<file path="src/rtl/pwm_modulator_if.sv">
// Signal bundle between the PWM modulator and its controller/gate-driver side.
// slave = modulator view, master = controller/testbench view.
interface pwm_modulator_if;
   logic [31:0]        counter;
   logic signed [15:0] waveform;
   logic signed [15:0] cmd;
   logic               cmd_valid;
   logic               cmd_ready;
   logic               fault;
   logic               fault_clr;
   logic               pwm_hi;
   logic               pwm_lo;
   logic signed [15:0] cmd_active;
   logic               faulted;

   modport slave (
      input  counter, waveform, cmd, cmd_valid, fault, fault_clr,
      output cmd_ready, pwm_hi, pwm_lo, cmd_active, faulted
   );

   modport master (
      output counter, waveform, cmd, cmd_valid, fault, fault_clr,
      input  cmd_ready, pwm_hi, pwm_lo, cmd_active, faulted
   );
endinterface

</file>
<file path="src/rtl/pwm_modulator.sv">
// Carrier-compare PWM with period-aligned command shadowing, fault latch and
// optional dead-time insertion (enabled by defining PWM_DEADTIME_EN).
module pwm_modulator #(
   parameter int PERIOD          = 1000,
   parameter int DEADTIME_CYCLES = 8
) (
   input  logic             clk,
   input  logic             rst,
   pwm_modulator_if.slave   io_pwm
);

   localparam logic [31:0] LAST_COUNT = 32'(PERIOD - 1);

   if (DEADTIME_CYCLES < 1 || DEADTIME_CYCLES > 255) begin : g_deadtimeRange
      $error("DEADTIME_CYCLES must be within 1..255");
   end

   typedef enum logic [2:0] {
      OFF,
      HI_ON,
      LO_ON,
`ifdef PWM_DEADTIME_EN
      DEAD,
`endif
      FAULT
   } state_t;

   state_t             r_state;
   state_t             w_nextState;
   logic               r_pwmHi;
   logic               r_pwmLo;
   logic               r_faulted;
   logic               r_rawQ;
   logic signed [15:0] r_shadow;
   logic signed [15:0] r_cmdActive;
   logic               r_pending;
   logic               r_readyEn;
   logic               w_cmdReady;
   logic               w_start;

`ifdef PWM_DEADTIME_EN
   localparam logic [7:0] DEAD_LOAD = 8'(DEADTIME_CYCLES - 1);

   logic       r_target;
   logic       w_nextTarget;
   logic [7:0] r_deadCnt;
   logic [7:0] w_nextDeadCnt;
`endif

   // cmd_ready is held low through reset and its first clock edge.
   assign w_cmdReady = r_readyEn & ~r_pending;

   always_ff @(posedge clk or posedge rst) begin
      if (rst) begin
         r_readyEn   <= 1'b0;
         r_pending   <= 1'b0;
         r_shadow    <= '0;
         r_cmdActive <= '0;
         r_rawQ      <= 1'b0;
      end else begin
         r_readyEn <= 1'b1;
         r_rawQ    <= (io_pwm.waveform < r_cmdActive);
         if (io_pwm.cmd_valid && w_cmdReady) begin
            r_shadow  <= io_pwm.cmd;
            r_pending <= 1'b1;
         end else if (r_pending && (io_pwm.counter == LAST_COUNT)) begin
            r_cmdActive <= r_shadow;
            r_pending   <= 1'b0;
         end
      end
   end

   // Any event that asks the bridge to (re)align with the comparator output.
   assign w_start = (r_state == OFF)
                 || ((r_state == FAULT) && io_pwm.fault_clr)
                 || ((r_state == HI_ON) && !r_rawQ)
                 || ((r_state == LO_ON) && r_rawQ);

   always_comb begin
      w_nextState = r_state;
`ifdef PWM_DEADTIME_EN
      w_nextTarget  = r_target;
      w_nextDeadCnt = r_deadCnt;
`endif
      if (io_pwm.fault) begin
         w_nextState = FAULT;
`ifdef PWM_DEADTIME_EN
      end else if (r_state == DEAD) begin
         if (r_rawQ != r_target) begin
            w_nextTarget  = r_rawQ;
            w_nextDeadCnt = DEAD_LOAD;
         end else if (r_deadCnt == 8'd0) begin
            w_nextState = r_target ? HI_ON : LO_ON;
         end else begin
            w_nextDeadCnt = r_deadCnt - 8'd1;
         end
      end else if (w_start) begin
         w_nextState   = DEAD;
         w_nextTarget  = r_rawQ;
         w_nextDeadCnt = DEAD_LOAD;
`else
      end else if (w_start) begin
         w_nextState = r_rawQ ? HI_ON : LO_ON;
`endif
      end
   end

   // Gate drives are decoded from the next state so they switch with it.
   always_ff @(posedge clk or posedge rst) begin
      if (rst) begin
         r_state   <= OFF;
         r_pwmHi   <= 1'b0;
         r_pwmLo   <= 1'b0;
         r_faulted <= 1'b0;
`ifdef PWM_DEADTIME_EN
         r_target  <= 1'b0;
         r_deadCnt <= 8'd0;
`endif
      end else begin
         r_state   <= w_nextState;
         r_pwmHi   <= (w_nextState == HI_ON);
         r_pwmLo   <= (w_nextState == LO_ON);
         r_faulted <= (w_nextState == FAULT);
`ifdef PWM_DEADTIME_EN
         r_target  <= w_nextTarget;
         r_deadCnt <= w_nextDeadCnt;
`endif
      end
   end

   assign io_pwm.cmd_ready  = w_cmdReady;
   assign io_pwm.cmd_active = r_cmdActive;
   assign io_pwm.pwm_hi     = r_pwmHi;
   assign io_pwm.pwm_lo     = r_pwmLo;
   assign io_pwm.faulted    = r_faulted;

endmodule
</file>
<file path="src/flat_wrapper.sv">
// flat-port wrapper written by rule: the top's interface ports become plain ports
module pwm_modulator_flat 
#(
   parameter int PERIOD          = 1000,
   parameter int DEADTIME_CYCLES = 8
)
  (clk, rst, io_pwm_counter, io_pwm_waveform, io_pwm_cmd, io_pwm_cmd_valid, io_pwm_fault, io_pwm_fault_clr, io_pwm_cmd_ready, io_pwm_pwm_hi, io_pwm_pwm_lo, io_pwm_cmd_active, io_pwm_faulted);
  pwm_modulator_if io_pwm_i ();
  input  logic clk;
  input  logic rst;
  input wire logic [$bits(io_pwm_i.counter)-1:0] io_pwm_counter;
  input wire logic [$bits(io_pwm_i.waveform)-1:0] io_pwm_waveform;
  input wire logic [$bits(io_pwm_i.cmd)-1:0] io_pwm_cmd;
  input wire logic [$bits(io_pwm_i.cmd_valid)-1:0] io_pwm_cmd_valid;
  input wire logic [$bits(io_pwm_i.fault)-1:0] io_pwm_fault;
  input wire logic [$bits(io_pwm_i.fault_clr)-1:0] io_pwm_fault_clr;
  output wire logic [$bits(io_pwm_i.cmd_ready)-1:0] io_pwm_cmd_ready;
  output wire logic [$bits(io_pwm_i.pwm_hi)-1:0] io_pwm_pwm_hi;
  output wire logic [$bits(io_pwm_i.pwm_lo)-1:0] io_pwm_pwm_lo;
  output wire logic [$bits(io_pwm_i.cmd_active)-1:0] io_pwm_cmd_active;
  output wire logic [$bits(io_pwm_i.faulted)-1:0] io_pwm_faulted;
  assign io_pwm_i.counter = io_pwm_counter;
  assign io_pwm_i.waveform = io_pwm_waveform;
  assign io_pwm_i.cmd = io_pwm_cmd;
  assign io_pwm_i.cmd_valid = io_pwm_cmd_valid;
  assign io_pwm_i.fault = io_pwm_fault;
  assign io_pwm_i.fault_clr = io_pwm_fault_clr;
  assign io_pwm_cmd_ready = io_pwm_i.cmd_ready;
  assign io_pwm_pwm_hi = io_pwm_i.pwm_hi;
  assign io_pwm_pwm_lo = io_pwm_i.pwm_lo;
  assign io_pwm_cmd_active = io_pwm_i.cmd_active;
  assign io_pwm_faulted = io_pwm_i.faulted;
  pwm_modulator #(.PERIOD(PERIOD), .DEADTIME_CYCLES(DEADTIME_CYCLES)) u_core (.clk(clk), .rst(rst), .io_pwm(io_pwm_i));
endmodule
</file>
<file path="config.mk">
export PLATFORM = sky130hd
export DESIGN_NAME = pwm_modulator_flat
export DESIGN_NICKNAME = d
export VERILOG_FILES = /design/src/rtl/pwm_modulator_if.sv /design/src/rtl/pwm_modulator.sv /design/src/flat_wrapper.sv
export SDC_FILE = /design/constraint.sdc
export NUM_CORES = 1
export LEC_CHECK = 0
export ABC_AREA = 1
export BUFFER_PORTS_ARGS = -buffer_cell sky130_fd_sc_hd__buf_2
export CAP_MARGIN = 20
export CORE_MARGIN = 5
export CORE_UTILIZATION = 51
export DETAILED_ROUTE_END_ITERATION = 16
export PLACE_DENSITY_LB_ADDON = 0.12
export RECOVER_POWER = 25
export SLEW_MARGIN = 20
export SYNTH_ARGS = -nofsm -noshare
export SYNTH_HDL_FRONTEND = slang
export SYNTH_SLANG_ARGS = --single-unit
</file>
<file path="constraint.sdc">
create_clock -name clk -period 3.85 [get_ports clk]
set_clock_uncertainty 0.2 [all_clocks]
set_input_delay 0.1925 -clock clk [delete_from_list [all_inputs] [get_ports clk]]
set_output_delay 0.1925 -clock clk [all_outputs]
set_load 0.005 [all_outputs]
</file>
==> flow_summary_export.csv <==
group,metric,value,unit
routing,final_antenna_net_count,0,
floorplan,start_util,0.526,
power,p_comb_frac,0.174,
global_routing,grt_max_degree,42,
finish,layout-drive-gt1-share,0.265,
clock_tree,cts-buffers-inserted,5,
clock_tree,cts_tree,"built",
floorplan,core-area,4000,um2
routing,viasPerCell,4.67,
power,p_int,0.737,mW
clock_tree,cts_sinks,41,
power,seq_power_share,0.549,
clock_tree,clk_latency,0.29,ns
sta,max_freq,0.497,GHz
finish,fin_nets,458,
placed_design,placed_area,2570,um2
setup_path,critPathRequiredTime,3.82,ns
setup_path,reg2reg_setup_slack,1.84,ns
sta,worst_pin_slew,0.611,ns
logic_synthesis,syn_area,2100,um2
placed_design,hpwlAfterDp,3690,um
logic_synthesis,synth_warnings,0,
setup_path,cp_max_fo,18,
finish,design_area,2840,um2
finish,antenna_cells,0,
global_routing,grtUsageTotal,0.193,
routing,routedWlPerCell,11.3,um
run_status,outcome,"finished clean",
setup_path,worstSetupPathType,"reg2reg",
global_routing,grt_first_pass_wirelength,8150,um
setup_path,endpoint_kind,"flop",
sta,maxSlewViolCount,0,
logic_synthesis,synth_nets,350,
logic_synthesis,synthCells,266,
power,sw_frac_of_total,0.273,
floorplan,dieArea,5510,um2
global_routing,overflow,0,
routing,first_iter_violations,98,
power,power_density,357,nW/um2
routing,routed-via-count,1981,
logic_synthesis,ys_seq_area_frac,0.488,
sta,setup_viol_count_final,0,
logic_synthesis,synth-seq-cells,41,
job,drv_cap,0,
floorplan,die_x,74.2,um
sta,finalCritPeriodShare,0.523,
power,max-vdd-ir-drop,0.234,mV
setup_path,crit_path_start_kind,"flop",
logic_synthesis,avgSynthCellArea,7.91,um2
power,p_sw,0.277,mW
sta,slew_headroom,0.593,
sta,period_needed,2.01,ns
finish,syn2layout_area_growth,34.9,%
placed_design,dp.cells,399,
floorplan,fp-row-count,23,
floorplan,io_pins,89,
routing,drt_drc_violations_left,0,
sta,rsz0062_at_grt,"no",
finish,finalNonFillerCells,424,
clock_tree,clkTransAtPathRegs,0.07,ns
routing,firstDrtPassIters,4,
logic_synthesis,synth.distinct_cells,21,
power,power_frac_clock,0.277,
floorplan,die_y,74.2,um
clock_tree,clockRootBuffer,"clkbuf_8",
setup_path,arrival,1.98,ns
sta,tns,0,ns
placed_design,numPortBuffers,88,
power,p_leak,1.59,nW
clock_tree,htreeDepth,2,
routing,drt-total-wl,4790,um
global_routing,antenna_found_initial,0,
worst_hold_path,hold_class,"in2reg",
sta,hold_violations,0,
placed_design,gp_congestion,0.771,
global_routing,grt_pass1_vias,1968,
clock_tree,cts_buffer_depth,2,
[critical path: stages, from the launching register on]
cell and delay (ns):
dfrtp_1 0.74, nor2_2 0.09, nand2_1 0.41, inv_2 0.26
nand2_1 0.12, o21ai_0 0.08
[kinds of logic (layout without fill, tap and decap cells)]
| logic type | Yosys count | in the layout | synth area share |
|---|---|---|---|
| buf+inv | 37 | 145 | 0.0755 |
| simple gates | 153 | 153 | 0.299 |
| fa+ha+maj | 15 | 15 | 0.0892 |
| flops | 41 | 41 | 0.488 |
| other cells | 1 | 1 | 0.00178 |
| compound gates | 19 | 19 | 0.0464 |
[synthesized netlist by cell type, drive strengths merged]
cell    number  area share
nor2        24       0.049
nand2      105        0.19
nand4        2      0.0059
nor3         2      0.0048
inv         31       0.055
dfrtp       41        0.49
nand3       20       0.048
clkbuf       1      0.0018
o21ai        9       0.021
ha          15       0.089
o21bai       1      0.0036
buf          5       0.018
a21oi        9       0.021
conb         1      0.0018
[placed cells by master, fill, tap and decap left out, drive strengths merged]
cell type	instances
clkinvlp	1
dfrtp	41
inv	30
nor3	2
clkinv	1
ha	15
nand4	2
nor2	24
conb	1
o21ai	9
buf	86
clkbuf	9
o21bai	1
nand2	105
dlygate4sd3	18
a21oi	9
nand3	20
[final cells by class]
class / count / area [um2]
Clock buffer: 6 / 82.6
Clock inverter: 1 / 7.51
Fill cell: 344 / 1160
Inverter: 31 / 116
Multi-Input combinational cell: 188 / 918
Sequential cell: 41 / 1030
Tap cell: 50 / 62.6
Timing Repair Buffer: 107 / 624
[metrics by stage]
step	util	worst slack (ns)	total power, mW	hold slack, ns
after global placement	0.643	1.98	0.719	0.133
after CTS	0.710	1.86	1.02	0.123
after floorplan	-	2.28	0.656	0.0706
after global routing	0.709	1.63	1.08	0.161
final	0.709	1.84	1.01	0.124
after detailed placement	0.643	1.87	0.726	0.142
[worst paths after layout]
| check | startpoint | endpoint | cells past startpoint |
|---|---|---|---|
| max | u_core.r_pending | u_core.r_shadow[0] | 5 |
| min | io_pwm_waveform[15] | u_core.r_rawQ | 4 |
| min in group asynchronous | rst | u_core.io_pwm.cmd_active[15] | 4 |
| min reg2reg | u_core.r_state[2] | u_core.io_pwm.pwm_hi | 1 |
| max reg2reg | u_core.r_pending | u_core.r_shadow[0] | 5 |
| max in group asynchronous | rst | u_core.r_pending | 4 |
[flip-flops by register name, summed over array words and instances (netlist names)]
| register | flops |
|---|---|
| u_core.r_pending | 1 |
| u_core.r_state | 3 |
| u_core.r_shadow | 16 |
| u_core.io_pwm.pwm_lo | 1 |
| u_core.io_pwm.faulted | 1 |
| u_core.io_pwm.cmd_active | 16 |
| u_core.r_readyEn | 1 |
| u_core.r_rawQ | 1 |
| u_core.io_pwm.pwm_hi | 1 |
[timing repair]
action                                 4_1_cts  5_1_grt
resized for setup                            0        0
hold buffers                                18        0
endpoints found under the hold margin       59        0
buffers inserted                             0        0
[routing by layer]
metal	global-route usage	vias to the layer above	share of wire
met5	0	-	0
met1	0.235	869	0.42
li1	-	1043	-
met2	0.339	65	0.50
met3	0.0486	4	0.076
met4	0.0534	0	0.0065
[power by group through the flow]
| stage | combinational [mW] | clock [mW] | sequential [mW] |
|---|---|---|---|
| 2_1_floorplan | 0.111 | 0 | 0.545 |
| 3_3_place_gp | 0.158 | 0 | 0.562 |
| 3_5_place_dp | 0.164 | 0 | 0.563 |
| 4_1_cts | 0.179 | 0.288 | 0.554 |
| 5_1_grt | 0.206 | 0.305 | 0.566 |
| 6_report | 0.176 | 0.281 | 0.557 |
No activity file was read; power rests on OpenSTA's default activity.
